### src/rtl/mem_arbiter_pkg.sv
// Shared definitions for the memory arbiter.
// Contents: arbiter state enum and the saturation limit of the contention counter.
package mem_arbiter_pkg;

    typedef enum logic [1:0] {
        IDLE   = 2'd0,
        BUSY_I = 2'd1,
        BUSY_D = 2'd2
    } state_e;

    localparam int unsigned CntW    = 16;
    localparam logic [15:0] CNT_MAX = 16'hFFFF;

endpackage

### src/rtl/sat_counter.sv
// Saturating up-counter.
// Ports:
//   clk    - clock, rising edge
//   rst    - asynchronous active-high reset, clears the count
//   inc_i  - increment enable for this cycle
//   cnt_o  - current count, holds at Max once reached
module sat_counter #(
    parameter int unsigned     Width = 16,
    parameter logic [Width-1:0] Max  = {Width{1'b1}}
) (
    input  logic             clk,
    input  logic             rst,
    input  logic             inc_i,
    output logic [Width-1:0] cnt_o
);

    logic [Width-1:0] cnt_q, cnt_d;

    always_comb begin
        cnt_d = cnt_q;
        if (inc_i && (cnt_q != Max)) begin
            cnt_d = cnt_q + 1'b1;
        end
    end

    always_ff @(posedge clk or posedge rst) begin
        if (rst) begin
            cnt_q <= '0;
        end else begin
            cnt_q <= cnt_d;
        end
    end

    assign cnt_o = cnt_q;

endmodule

### src/rtl/mem_arbiter.sv
// Arbiter sharing one single-port memory between instruction fetch and load/store.
// Data has fixed priority over fetch; one transaction outstanding at a time.
// Ports:
//   clk, rst                       - clock / asynchronous active-high reset
//   if_req, if_addr                - fetch request (held until if_valid)
//   if_rdata, if_valid             - fetched word, one-cycle completion pulse
//   d_req, d_we, d_addr, d_wdata   - load/store request (held until d_valid)
//   d_rdata, d_valid               - load data, one-cycle completion pulse
//   m_req, m_we, m_addr, m_wdata   - registered memory request
//   m_rdata, m_ack                 - memory response (latency >= 1 cycle)
//   stall_f, stall_m               - stall requests to the hazard unit
//   contention_cnt                 - saturating count of fetch cycles lost to data
module mem_arbiter
    import mem_arbiter_pkg::*;
#(
    parameter int unsigned ADDR_W = 32,
    parameter int unsigned DATA_W = 32
) (
    input  logic              clk,
    input  logic              rst,
    input  logic              if_req,
    input  logic [ADDR_W-1:0] if_addr,
    output logic [DATA_W-1:0] if_rdata,
    output logic              if_valid,
    input  logic              d_req,
    input  logic              d_we,
    input  logic [ADDR_W-1:0] d_addr,
    input  logic [DATA_W-1:0] d_wdata,
    output logic [DATA_W-1:0] d_rdata,
    output logic              d_valid,
    output logic              m_req,
    output logic              m_we,
    output logic [ADDR_W-1:0] m_addr,
    output logic [DATA_W-1:0] m_wdata,
    input  logic [DATA_W-1:0] m_rdata,
    input  logic              m_ack,
    output logic              stall_f,
    output logic              stall_m,
    output logic [15:0]       contention_cnt
);

    state_e            state_q, state_d;
    logic [ADDR_W-1:0] addr_q, addr_d;
    logic [DATA_W-1:0] wdata_q, wdata_d;
    logic              we_q, we_d;
    logic              m_req_q, m_req_d;
    logic              if_valid_q, if_valid_d;
    logic              d_valid_q, d_valid_d;
    logic [DATA_W-1:0] if_rdata_q, if_rdata_d;
    logic [DATA_W-1:0] d_rdata_q, d_rdata_d;
    logic              if_pend, d_pend;
    logic              cont_inc;

    // A request still high in its own valid cycle is the one just served, not a new one;
    // granting on it would repeat the access.
    assign if_pend = if_req & ~if_valid_q;
    assign d_pend  = d_req & ~d_valid_q;

    always_comb begin
        state_d    = state_q;
        addr_d     = addr_q;
        wdata_d    = wdata_q;
        we_d       = we_q;
        m_req_d    = m_req_q;
        if_valid_d = 1'b0;
        d_valid_d  = 1'b0;
        if_rdata_d = if_rdata_q;
        d_rdata_d  = d_rdata_q;
        unique case (state_q)
            IDLE: begin
                if (d_pend) begin
                    addr_d  = d_addr;
                    we_d    = d_we;
                    wdata_d = d_wdata;
                    m_req_d = 1'b1;
                    state_d = BUSY_D;
                end else if (if_pend) begin
                    addr_d  = if_addr;
                    we_d    = 1'b0;
                    m_req_d = 1'b1;
                    state_d = BUSY_I;
                end
            end
            BUSY_I: begin
                if (m_ack) begin
                    if_rdata_d = m_rdata;
                    if_valid_d = 1'b1;
                    m_req_d    = 1'b0;
                    state_d    = IDLE;
                end
            end
            BUSY_D: begin
                if (m_ack) begin
                    if (!we_q) begin
                        d_rdata_d = m_rdata;
                    end
                    d_valid_d = 1'b1;
                    m_req_d   = 1'b0;
                    state_d   = IDLE;
                end
            end
            default: begin
                m_req_d = 1'b0;
                state_d = IDLE;
            end
        endcase
    end

    always_ff @(posedge clk or posedge rst) begin
        if (rst) begin
            state_q    <= IDLE;
            addr_q     <= '0;
            wdata_q    <= '0;
            we_q       <= 1'b0;
            m_req_q    <= 1'b0;
            if_valid_q <= 1'b0;
            d_valid_q  <= 1'b0;
            if_rdata_q <= '0;
            d_rdata_q  <= '0;
        end else begin
            state_q    <= state_d;
            addr_q     <= addr_d;
            wdata_q    <= wdata_d;
            we_q       <= we_d;
            m_req_q    <= m_req_d;
            if_valid_q <= if_valid_d;
            d_valid_q  <= d_valid_d;
            if_rdata_q <= if_rdata_d;
            d_rdata_q  <= d_rdata_d;
        end
    end

    // Fetch loses a cycle when data owns the memory or is about to be granted over it.
    assign cont_inc = if_req & ((state_q == BUSY_D) | ((state_q == IDLE) & d_req));

    sat_counter #(
        .Width (CntW),
        .Max   (CNT_MAX)
    ) u_cont_cnt (
        .clk   (clk),
        .rst   (rst),
        .inc_i (cont_inc),
        .cnt_o (contention_cnt)
    );

    assign m_req    = m_req_q;
    assign m_we     = we_q;
    assign m_addr   = addr_q;
    assign m_wdata  = wdata_q;
    assign if_rdata = if_rdata_q;
    assign if_valid = if_valid_q;
    assign d_rdata  = d_rdata_q;
    assign d_valid  = d_valid_q;
    assign stall_f  = if_req & ~if_valid_q;
    assign stall_m  = d_req & ~d_valid_q;

endmodule

### config.mk
export PLATFORM = sky130hd
export DESIGN_NAME = mem_arbiter
export DESIGN_NICKNAME = d
export VERILOG_FILES = /design/src/rtl/mem_arbiter_pkg.sv /design/src/rtl/sat_counter.sv /design/src/rtl/mem_arbiter.sv
export SDC_FILE = /design/constraint.sdc
export NUM_CORES = 1
export LEC_CHECK = 0
export CAP_MARGIN = 20
export CORE_AREA = 2 2 125 175
export CTS_CLUSTER_DIAMETER = 30
export DETAILED_ROUTE_END_ITERATION = 16
export DIE_AREA = 0 0 127 177
export PLACE_DENSITY = 0.71
export SLEW_MARGIN = 20
export SYNTH_ARGS = -nofsm -noshare
export SYNTH_HDL_FRONTEND = slang
export SYNTH_SLANG_ARGS = --single-unit
### constraint.sdc
create_clock -name clk -period 5.9 [get_ports clk]
set_input_delay 0.885 -clock clk [delete_from_list [all_inputs] [get_ports clk]]
set_output_delay 0.885 -clock clk [all_outputs]
set_load 0.01 [all_outputs]
* After elaboration in Yosys (flattened, before gate mapping)
Index checks and enable logic that the tools add are counted.
** Word-level totals
- Register bits after elaboration :: 150
- Latch bits :: 0
- Bits in writable memories :: 0
- Bits in read-only memories :: 0
- Input port bits :: 134
- Output and inout port bits :: 150
- Word-level logic and storage cells :: 48
- Memories kept :: 0
** Operators by class
- $add $sub $neg :: 1
- Multiply operators :: 0
- Div/mod/pow operators :: 0
- $lt $le $gt $ge :: 0
- Equality and inequality tests :: 5
- Shift-type cells :: 0
- Multiplexer cells :: 15
- Bitwise operators :: 8
- Reductions and logical operators :: 9
** Operators with widths (count)
- $mux 32 :: 2
- $add 16x1->16 const B :: 1
- $ne 16x16->1 const B :: 1
- $mux 1 :: 8
- $reduce_and 2->1 :: 4
- $mux 2 :: 3
- $and 1x1->1 :: 4
- $pmux 2 s2 :: 1
- $ne 3x3->1 const B :: 1
- $not 1->1 :: 3
- $reduce_and 3->1 :: 1
- $eq 2x1->1 const B :: 1
- $eq 2x2->1 const B :: 1
- $logic_not 2->1 :: 1
- $ne 2x1->1 const B :: 1
- $pmux 1 s2 :: 1
- $reduce_bool 2->1 :: 1
- $reduce_or 2->1 :: 1
- $logic_and 1x1->1 :: 1
- $or 1x1->1 :: 1

* Logic depth before layout (Yosys ltp)
Gate-level depths: netlist of run 1.
- Depth in word-level cells :: 5
- Mapped depth :: 8
- Depth with buffers taken out :: 6

* Modules after synthesis
A second synthesis of run 1 with hierarchy kept.
** Second synthesis, totals
- Cells, all modules :: 412
- Area total of the unflattened synthesis :: 6483.7 µm²
** Modules (own cells, without submodules)
- mem_arbiter :: instances 1, cells an instance 341, area each 5677.9 µm², sequential area each 3353.2 µm²
- sat_counter :: instances 1, cells an instance 71, area each 805.8 µm², sequential area each 400.4 µm²

* Least setup slack after synthesis of run 1
OpenSTA, ideal clock, no wires.
- Path kind :: input to output
- From :: input d_req
- To :: output stall_m
- Arrival :: 1.190 ns
- Required time :: 5.015 ns
- Path slack :: 3.825 ns
- Stages on the path :: 3
- Buffers on the path :: 1
- Cells stage by stage :: nand2b_1 > buf_2 > inv_2
** On the way
- Cells in the longest elaborated chain, start to end :: 1
** Ends and longest elaborated chain
- from (decl) :: RTL line mem_arbiter.sv:25 : input logic d_req,
- $and 1x1->1 :: RTL line mem_arbiter.sv:155 : assign stall_m = d_req & ~d_valid_q;
- to (decl) :: RTL line mem_arbiter.sv:38 : output logic stall_m,
No other way between the ends.

* Worst setup path after layout of run 1
Ends and elaborated chain as after synthesis.

==> results of run 1 <==
-- power by group --
group,switching [mW],leakage [nW],internal (mW)
sequential,0.250,1.82,1.51
clock,0.432,0.285,0.649
combinational,0.874,2.13,1.30
-- Yosys cell counts, types with 4 or more instances --
cell | count | area share
buf_2 | 17 | 0.014
nand3_1 | 4 | 0.0033
nor2_1 | 4 | 0.0024
a31oi_1 | 5 | 0.0051
o21ai_1 | 11 | 0.0089
mux2i_1 | 32 | 0.052
nand2_1 | 43 | 0.026
ha_1 | 4 | 0.0081
nand4_1 | 5 | 0.0051
xor2_1 | 10 | 0.014
dfrtp_1 | 150 | 0.61
mux2_1 | 10 | 0.018
inv_1 | 5 | 0.0030
o21ai_0 | 23 | 0.019
mux2_2 | 88 | 0.16
-- cell type report --
class | count | area [µm²]
clock buffers | 22 | 464.2
clock inverters | 10 | 121.4
fillers | 1931 | 11100
inverters | 6 | 27.53
multi-input cells | 271 | 2296
flip-flops and latches | 150 | 3754
well taps | 260 | 325.3
repair buffers | 289 | 2878
-- critical path: stages --
cell and delay [ns]:
clkdlybuf4s50_1 0.46, nand2b_2 0.08, buf_4 0.48, inv_2 0.17, clkdlybuf4s50_1 0.53
-- how the worst max path moves through the flow --
stage                     cells past startpoint  slack, ns          to  start
after global routing                          5       2.33     stall_m  d_req
after detailed placement                      7       2.41  m_addr[14]  d_req
after floorplan                               1       0.98  d_rdata[0]    rst
after CTS                                     5       2.41     stall_m  d_req
final                                         5       2.40     stall_m  d_req
after global placement                        5       2.46     stall_m  d_req
-- sequential cells by signal, summed over array words and instances, names as in the netlist --
| signal | flops |
|---|---|
| d_rdata | 32 |
| if_rdata | 32 |
| m_addr | 32 |
| m_wdata | 32 |
| u_cont_cnt.cnt_o | 16 |
| state_q | 2 |
| d_valid | 1 |
| if_valid | 1 |
| m_req | 1 |
| m_we | 1 |
-- layout by cell type, fill, tap and decap left out, types with 2 or more instances in the layout --
master,instances
buf_4,6
and3_1,2
nand2b_2,2
clkbuf_8,2
clkbuf_16,17
bufinv_16,2
mux2i_1,32
nand4_1,5
clkinv_2,2
nor4b_2,2
xor2_1,10
mux2_1,10
inv_6,3
nand2_1,43
o21ai_1,10
o21ai_0,23
dfrtp_1,150
mux2_2,88
clkinv_4,3
a31oi_1,5
clkbuf_1,3
nor3_1,3
clkdlybuf4s50_1,283
nor2_1,4
inv_1,4
ha_1,4
nand3_1,4
nor4_2,3
a21oi_1,3
-- kinds of logic (layout without fill, tap and decap cells) --
family          Yosys count  count (layout)
compound gates           49              49
xor+xnor                 10              10
fa+ha+maj                 4               4
buf+inv                  28             327
flops                   150             150
mux                     131             131
simple gates             77              77
-- metal layers --
layer | global-route usage | wire (µm) | vias up
met1 | 0.1580 | 6101 | 2201
li1 | - | - | 2159
met2 | 0.2556 | 8285 | 169
met4 | 0.05952 | 371 | 0
met5 | 0 | 0 | -
met3 | 0.05230 | 1352 | 25
-- stage by stage --
stage	utilization	setup WS [ns]	power, mW	area [µm²]	hold WS (ns)
floorplan	-	0.9786	2.722	6160	0.5003
global placement	0.4426	2.459	3.948	9280	0.4599
detailed placement	0.4426	2.405	3.986	9280	0.4688
CTS	0.4705	2.415	5.104	9866	0.4835
global route	0.4705	2.329	5.328	9866	0.4971
finish	0.4705	2.403	5.022	9866	0.4763
==> metrics.cfg, run 1 <==
[worst_setup_path]
reg2reg_to=m_addr[14]
worstPathArrival_ns=2.61
endpoint_kind=output pin
critPathLaunchType=input pin
r2r_cells=6
crit_required_ns=5.02
regToRegSetupSlack_ns=3.38
crit_type=in2out
critical_path.max_fanout=35
reg2reg_from=d_valid

[die]
chipWidth_um=127
core_mm2=0.02097
start_util=0.2938
dieArea_mm2=0.02248
rows=63
pin_count=284
die_h_um=177

[clock_tree]
clkTransAtPathRegs_ns=0.06
clk-insertion-delay-late_ns=0.41
cts_resized=0
cts_max_path_buffers=2
clock-sinks=150
post_cts_buffers=0
cts_hold_buf=0
cts_buffers=17
htree_levels=4
cts_root_buf=clkbuf_16
cts_tree=built

[logic_synthesis]
netlist_instances=449
synth_seq_cells=150
synth_top_family_by_area=multiplexers
postSynthAreaPerCell_um2=13.72
yosysWarningCount=0
synth_compound_area_frac=0.04469
synth_ff_type=dfrtp_1
synth_mux_area_frac=0.2336
synthAdderAreaFrac=0.008125
synth_area_mm2=0.006160
async_flop_share=1.000
syn_nets=587
synth-xor-area-share=0.01422
yosysSeqAreaShare=0.6094
synth_enable_flop_cells=0
synthSimpleGateAreaFrac=0.06947
yosysUniqueCellTypes=40

[job]
max-cap-violations=0

[sta]
hold_viol=0
max_slew_margin=0.3674
setup_violations=0
max_freq_mhz=286.0
worstMarginPinSlew_ns=0.9488
drv_slew=0
period_needed_ns=3.497
rsz0062_at_grt=false
tns_ns=0
skew_ns=0.007101
post-route-period-util=0.5927

[placed_design]
place_inst=976
port_buffers=283
dp_hpwl_um=11800
place.gp.congestion=0.7629

[route]
drt-vias-per-instance=4.518
routed_wirelength_um=16110
vias=4554
drc_errors=0
wl_per_cell_um=15.98
drt_iter0_markers=182
antenna_left=0
dr.pass1.iters=4

[layout]
final_nets=873
antennaDiodeCount=0
final_layout_size_suffix_gt1_frac=0.1858
area_delta_synth_final_pct=60.17
fin_cells=1008

[global_route]
gr-usage-all-layers=0.1452
grt_pass1_vias=4862
grt-ovfl-total=0
antenna_found_initial=0
grt_pass1_wl_um=25610
grt_max_degree=61

[min_path]
whs_endpoint=m_addr[19]
min_from=m_addr[19]
hp-class=reg2reg
hold_depth=2

[power_and_ir_drop]
ir_drop_uv=225.0
p_leak_nw=4.232
powerDensity_mw_per_mm2=509.1

[outcome]
status=completed

Power figures use the tool's default switching activity.
==> inputs of run 2 (changes only) <==
==> constraint.sdc (replaced) <==
create_clock -name clk -period 3.4 [get_ports clk]
set_input_delay 0.51 -clock clk [delete_from_list [all_inputs] [get_ports clk]]
set_output_delay 0.51 -clock clk [all_outputs]
set_load 0.01 [all_outputs]
==> metrics.cfg, run 2 (synthesized netlist as in run 1, its figures left out) <==
[outcome]
status=completed

[sta]
drv_slew=0  ; unchanged
max_slew_margin=0.4033  ; +0.03590
rsz0062_at_grt=false
worstMarginPinSlew_ns=0.8950  ; -0.05385 ns
skew_ns=0.006861  ; -0.0002402 ns
post-route-period-util=0.7456
max_freq_mhz=394.5
tns_ns=0  ; unchanged
hold_viol=0  ; unchanged
period_needed_ns=2.535
hold_ws_ns=0.3774  ; -0.09891 ns
setup_violations=0  ; unchanged

[die]
die_h_um=177  ; unchanged
rows=63  ; unchanged
chipWidth_um=127  ; unchanged
start_util=0.2938  ; unchanged
pin_count=284  ; unchanged
core_mm2=0.02097  ; unchanged
dieArea_mm2=0.02248  ; unchanged

[global_route]
grt_pass1_vias=4741  ; -2.5%
grt_pass1_wl_um=25510  ; -0.40%
gr-usage-all-layers=0.1455  ; +0.0003028
antenna_found_initial=0  ; unchanged
grt-ovfl-total=0  ; unchanged
grt_max_degree=74  ; +21%

[clock_tree]
post_cts_buffers=0  ; unchanged
cts_tree=built
htree_levels=4  ; unchanged
clock-sinks=150  ; unchanged
clk-insertion-delay-late_ns=0.41  ; about the same
clkTransAtPathRegs_ns=0.06  ; about the same
cts_root_buf=clkbuf_16
cts_max_path_buffers=2  ; unchanged
cts_resized=0  ; unchanged
cts_hold_buf=0  ; unchanged
cts_buffers=17  ; unchanged

[route]
drc_errors=0  ; unchanged
routed_wirelength_um=16300  ; +1.2%
drt-vias-per-instance=4.531  ; +0.29%
dr.pass1.iters=6  ; +2
vias=4567  ; +0.29%
wl_per_cell_um=16.17  ; +1.2%
antenna_left=0  ; unchanged
drt_iter0_markers=127  ; -30%

[placed_design]
port_buffers=283  ; unchanged
place_area_mm2=0.009304  ; +0.26%
place.gp.congestion=0.7588  ; -0.54%
dp_hpwl_um=11880  ; +0.66%

[layout]
layout_common_cells=clkdlybuf4s50_1, dfrtp_1, mux2_2, nand2_1, mux2i_1
fin_area_mm2=0.009903  ; +0.38%
mostFrequentLayoutCell=clkdlybuf4s50_1
antennaDiodeCount=0  ; unchanged
final_nets=873  ; unchanged
area_delta_synth_final_pct=60.78
final_layout_size_suffix_gt1_frac=0.1898  ; +0.004011

[power_and_ir_drop]
p_leak_nw=4.242  ; +0.24%
power.total_mw=8.738  ; +74%
powerDensity_mw_per_mm2=882.3  ; +73%
ir_drop_uv=494.8  ; +120%

[worst_setup_path]
worstPathArrival_ns=2.03  ; -0.58 ns
critical_path.max_fanout=7  ; -80%
endpoint_kind=output pin
crit_type=in2out
critPathLaunchType=input pin
crit_required_ns=2.89  ; -2.13 ns

[min_path]
hp-class=in2async

[job]
max-cap-violations=0  ; unchanged

-- run 2: changes by cell type in the layout (fill, tap and decap cells not counted), sizes merged --
cell / delta
clkinv: +1
clkbuf: -3
clkinvlp: +2
-- run 2: worst max-delay path, stage by stage --
cell	delay [ns]
clkdlybuf4s50_1	0.64
and2b_1	0.29
clkdlybuf4s50_1	0.59
-- run 2: path summary, 6_finish.rpt --
check	startpoint	to	slack (ns)	depth (start not counted)
max	if_req	stall_f	0.86	3
min	rst	if_rdata[18]	0.38	2
max reg2reg	state_q[1]	u_cont_cnt.cnt_o[15]	1.41	6
min reg2reg	m_addr[17]	m_addr[17]	0.47	2
max in group asynchronous	rst	m_addr[29]	2.35	3
min in group clk	m_addr[17]	m_addr[17]	0.47	2
-- run 2: metrics by stage --
step | cells | worst slack [ns] | util
finish | 1008 | 0.8649 | 0.4723
global route | 1008 | 0.7969 | 0.4723
CTS | 1008 | 0.8639 | 0.4723
detailed placement | 976 | 0.8633 | 0.4437
global placement | 976 | 0.9115 | 0.4437
floorplan | 449 | 1.001 | -
-- run 2: routing by layer --
layer  up-vias  wire (µm)  GRT usage
met5         -          0          0
met4         0        302    0.05266
met3        19       1201    0.05411
met2       166       8543     0.2552
met1      2211       6249     0.1610
li1       2171          -          -
-- run 2: where the power goes --
group	total, mW	switching (mW)	internal, mW
clock network	1.90	0.768	1.13
logic	3.77	1.50	2.27
registers	3.07	0.448	2.62
total	8.74	2.72	6.02
-- run 2: cell type report --
type / instances / area (µm²)
Tap cell: 260 / 325.3
Fill cell: 1953 / 11060
Multi-Input combinational cell: 271 / 2296
Timing Repair Buffer: 289 / 2903
Inverter: 6 / 26.28
Sequential cell: 150 / 3754
Clock inverter: 13 / 146.4
Clock buffer: 19 / 452.9
==> inputs of run 3 (changes only) <==
--- a/config.mk
+++ b/config.mk
@@ -10,7 +10,7 @@
 export CTS_CLUSTER_DIAMETER = 30
 export DETAILED_ROUTE_END_ITERATION = 16
 export DIE_AREA = 0 0 127 177
-export PLACE_DENSITY = 0.71
+export PLACE_DENSITY = 0.74
 export SLEW_MARGIN = 20
 export SYNTH_ARGS = -nofsm -noshare
 export SYNTH_HDL_FRONTEND = slang
==> constraint.sdc (replaced) <==
create_clock -name clk -period 2.2 [get_ports clk]
set_input_delay 0.33 -clock clk [delete_from_list [all_inputs] [get_ports clk]]
set_output_delay 0.33 -clock clk [all_outputs]
set_load 0.01 [all_outputs]
==> metrics.cfg, run 3 (synthesized netlist as in run 1, its figures left out) <==
[worst_setup_path]
crit_type=reg2out
r2r_cells=6  ; unchanged
critPathLaunchType=flip-flop
crit_path_end=stall_m
worst-path-buf-inv=2  ; unchanged
reg2reg_from=state_q[1]
critical_path.max_fanout=5  ; -2
crit_required_ns=1.87  ; -1.02 ns
regToRegSetupSlack_ns=0.41  ; -1.00 ns
worst-path-stages=3  ; unchanged
path_cells=nand2b_2 -> inv_2 -> clkdlybuf4s50_1
cp_slowest_cell=clkdlybuf4s50_1
max_stage_delay_ns=0.55  ; -0.09 ns
reg2reg_to=u_cont_cnt.cnt_o[15]
worstPathArrival_ns=1.69  ; -0.34 ns
endpoint_kind=output pin
path_delay_family=buffers and inverters
crit_path_start=d_valid

[clock_tree]
clk-insertion-delay-late_ns=0.42  ; about the same
cts_resized=0  ; unchanged
clkTransAtPathRegs_ns=0.07  ; about the same
cts_buffers=17  ; unchanged
cts_root_buf=clkbuf_16
cts_max_path_buffers=2  ; unchanged
clock-sinks=150  ; unchanged
cts_hold_buf=0  ; unchanged
htree_levels=4  ; unchanged
post_cts_buffers=0  ; unchanged
cts_tree=built

[sta]
worstMarginPinSlew_ns=0.4559  ; -0.4391 ns
rsz0062_at_grt=false
fin_ws_ns=0.1838  ; -0.6811 ns
max_freq_mhz=496.0
period_needed_ns=2.016
post-route-period-util=0.9164
skew_ns=0.009358  ; +0.002498 ns
max_slew_margin=0.6949  ; +0.2916
hold_ws_ns=0.2127  ; -0.1647 ns
setup_violations=0  ; unchanged
drv_slew=0  ; unchanged
hold_viol=0  ; unchanged

[layout]
final_nets=878  ; +0.57%
final_layout_size_suffix_gt1_frac=0.1939  ; +0.004052
postLayoutCoreUtil=0.4764  ; +0.004057
seqCellArea_mm2=0.003754  ; unchanged
mostFrequentLayoutCell=clkdlybuf4s50_1
fin_area_mm2=0.009988  ; +0.86%
multi_input_area_mm2=0.002296  ; unchanged
nFillCells=1931  ; -1.1%
layout_common_cells=clkdlybuf4s50_1, dfrtp_1, mux2_2, nand2_1, mux2i_1
area_delta_synth_final_pct=62.16
antennaDiodeCount=0  ; unchanged

[die]
chipWidth_um=127  ; unchanged
rows=63  ; unchanged
dieArea_mm2=0.02248  ; unchanged
start_util=0.2938  ; unchanged
core_mm2=0.02097  ; unchanged
die_h_um=177  ; unchanged
pin_count=284  ; unchanged

[route]
wl_per_cell_um=16.33  ; +0.99%
routed_wirelength_um=16540  ; +1.5%
antenna_left=0  ; unchanged
vias=4651  ; +1.8%
drt-vias-per-instance=4.591  ; +1.3%
drc_errors=0  ; unchanged
dr.pass1.iters=4  ; -2
drt_iter0_markers=229  ; +80%

[global_route]
grt-ovfl-total=0  ; unchanged
antenna_found_initial=1  ; +1
gr-usage-all-layers=0.1472  ; +0.001689
grt_pass1_vias=4786  ; +0.95%
grt_pass1_wl_um=25790  ; +1.1%
grt_max_degree=80  ; +8.1%

[job]
max-cap-violations=0  ; unchanged

[placed_design]
place_area_mm2=0.009404  ; +1.1%
dp_hpwl_um=12150  ; +2.2%
place.gp.congestion=0.7540  ; -0.63%
dp_slack_ns=0.2267  ; -0.6366 ns
port_buffers=283  ; unchanged

[power_and_ir_drop]
ir_drop_uv=681.3  ; +38%
p_leak_nw=4.281  ; +0.92%
powerDensity_mw_per_mm2=1360  ; +54%

[min_path]
hp-class=in2async

[outcome]
status=completed

## run 3: per-stage QoR
| step | TNS (ns) | std cells | power, mW |
|---|---|---|---|
| floorplan | -2.845 | 449 | 7.302 |
| global placement | 0 | 981 | 10.70 |
| detailed placement | 0 | 981 | 10.83 |
| CTS | 0 | 1013 | 13.78 |
| global route | 0 | 1013 | 14.38 |
| finish | 0 | 1013 | 13.58 |
## run 3: layer usage
| metal | routed length, µm | vias to the layer above | GRT usage |
|---|---|---|---|
| met4 | 386 | 2 | 0.05815 |
| met5 | 10 | - | 0 |
| met1 | 6324 | 2268 | 0.1665 |
| met3 | 1275 | 29 | 0.05048 |
| met2 | 8542 | 186 | 0.2547 |
| li1 | - | 2166 | - |
## run 3: worst min-delay path by stage
| stage | slack [ns] | to | startpoint | depth (start not counted) |
|---|---|---|---|---|
| final | 0.21 | m_wdata[4] | rst | 2 |
| after global routing | 0.23 | m_wdata[4] | rst | 2 |
| after CTS | 0.20 | m_wdata[4] | rst | 2 |
| after detailed placement | 0.47 | m_addr[25] | m_addr[25] | 2 |
| after global placement | 0.46 | m_addr[9] | m_addr[9] | 2 |
| after floorplan | 0.46 | d_rdata[6] | m_rdata[6] | 1 |
## run 3: layout make-up
| cell class | instances | share of cell area |
|---|---|---|
| Sequential cell | 150 | 0.3758 |
| Clock buffer | 20 | 0.04572 |
| Timing Repair Buffer | 294 | 0.3006 |
| Clock inverter | 12 | 0.01278 |
| Tap cell | 260 | 0.03257 |
| Inverter | 6 | 0.002631 |
| Multi-Input combinational cell | 271 | 0.2299 |
## run 3: report_power, final
group | switching (mW) | internal [mW] | total (mW)
registers | 0.678 | 4.06 | 4.73
clock network | 1.14 | 1.73 | 2.87
logic | 2.38 | 3.60 | 5.98
## run 3: worst reg2reg max path, stage by stage, from the launching register on
cell and delay (ns):
dfrtp_1 0.40, inv_1 0.11, ha_1 0.18, a21o_2 0.21, nand4_4 0.15, nor4_2 0.29
mux2_1 0.34
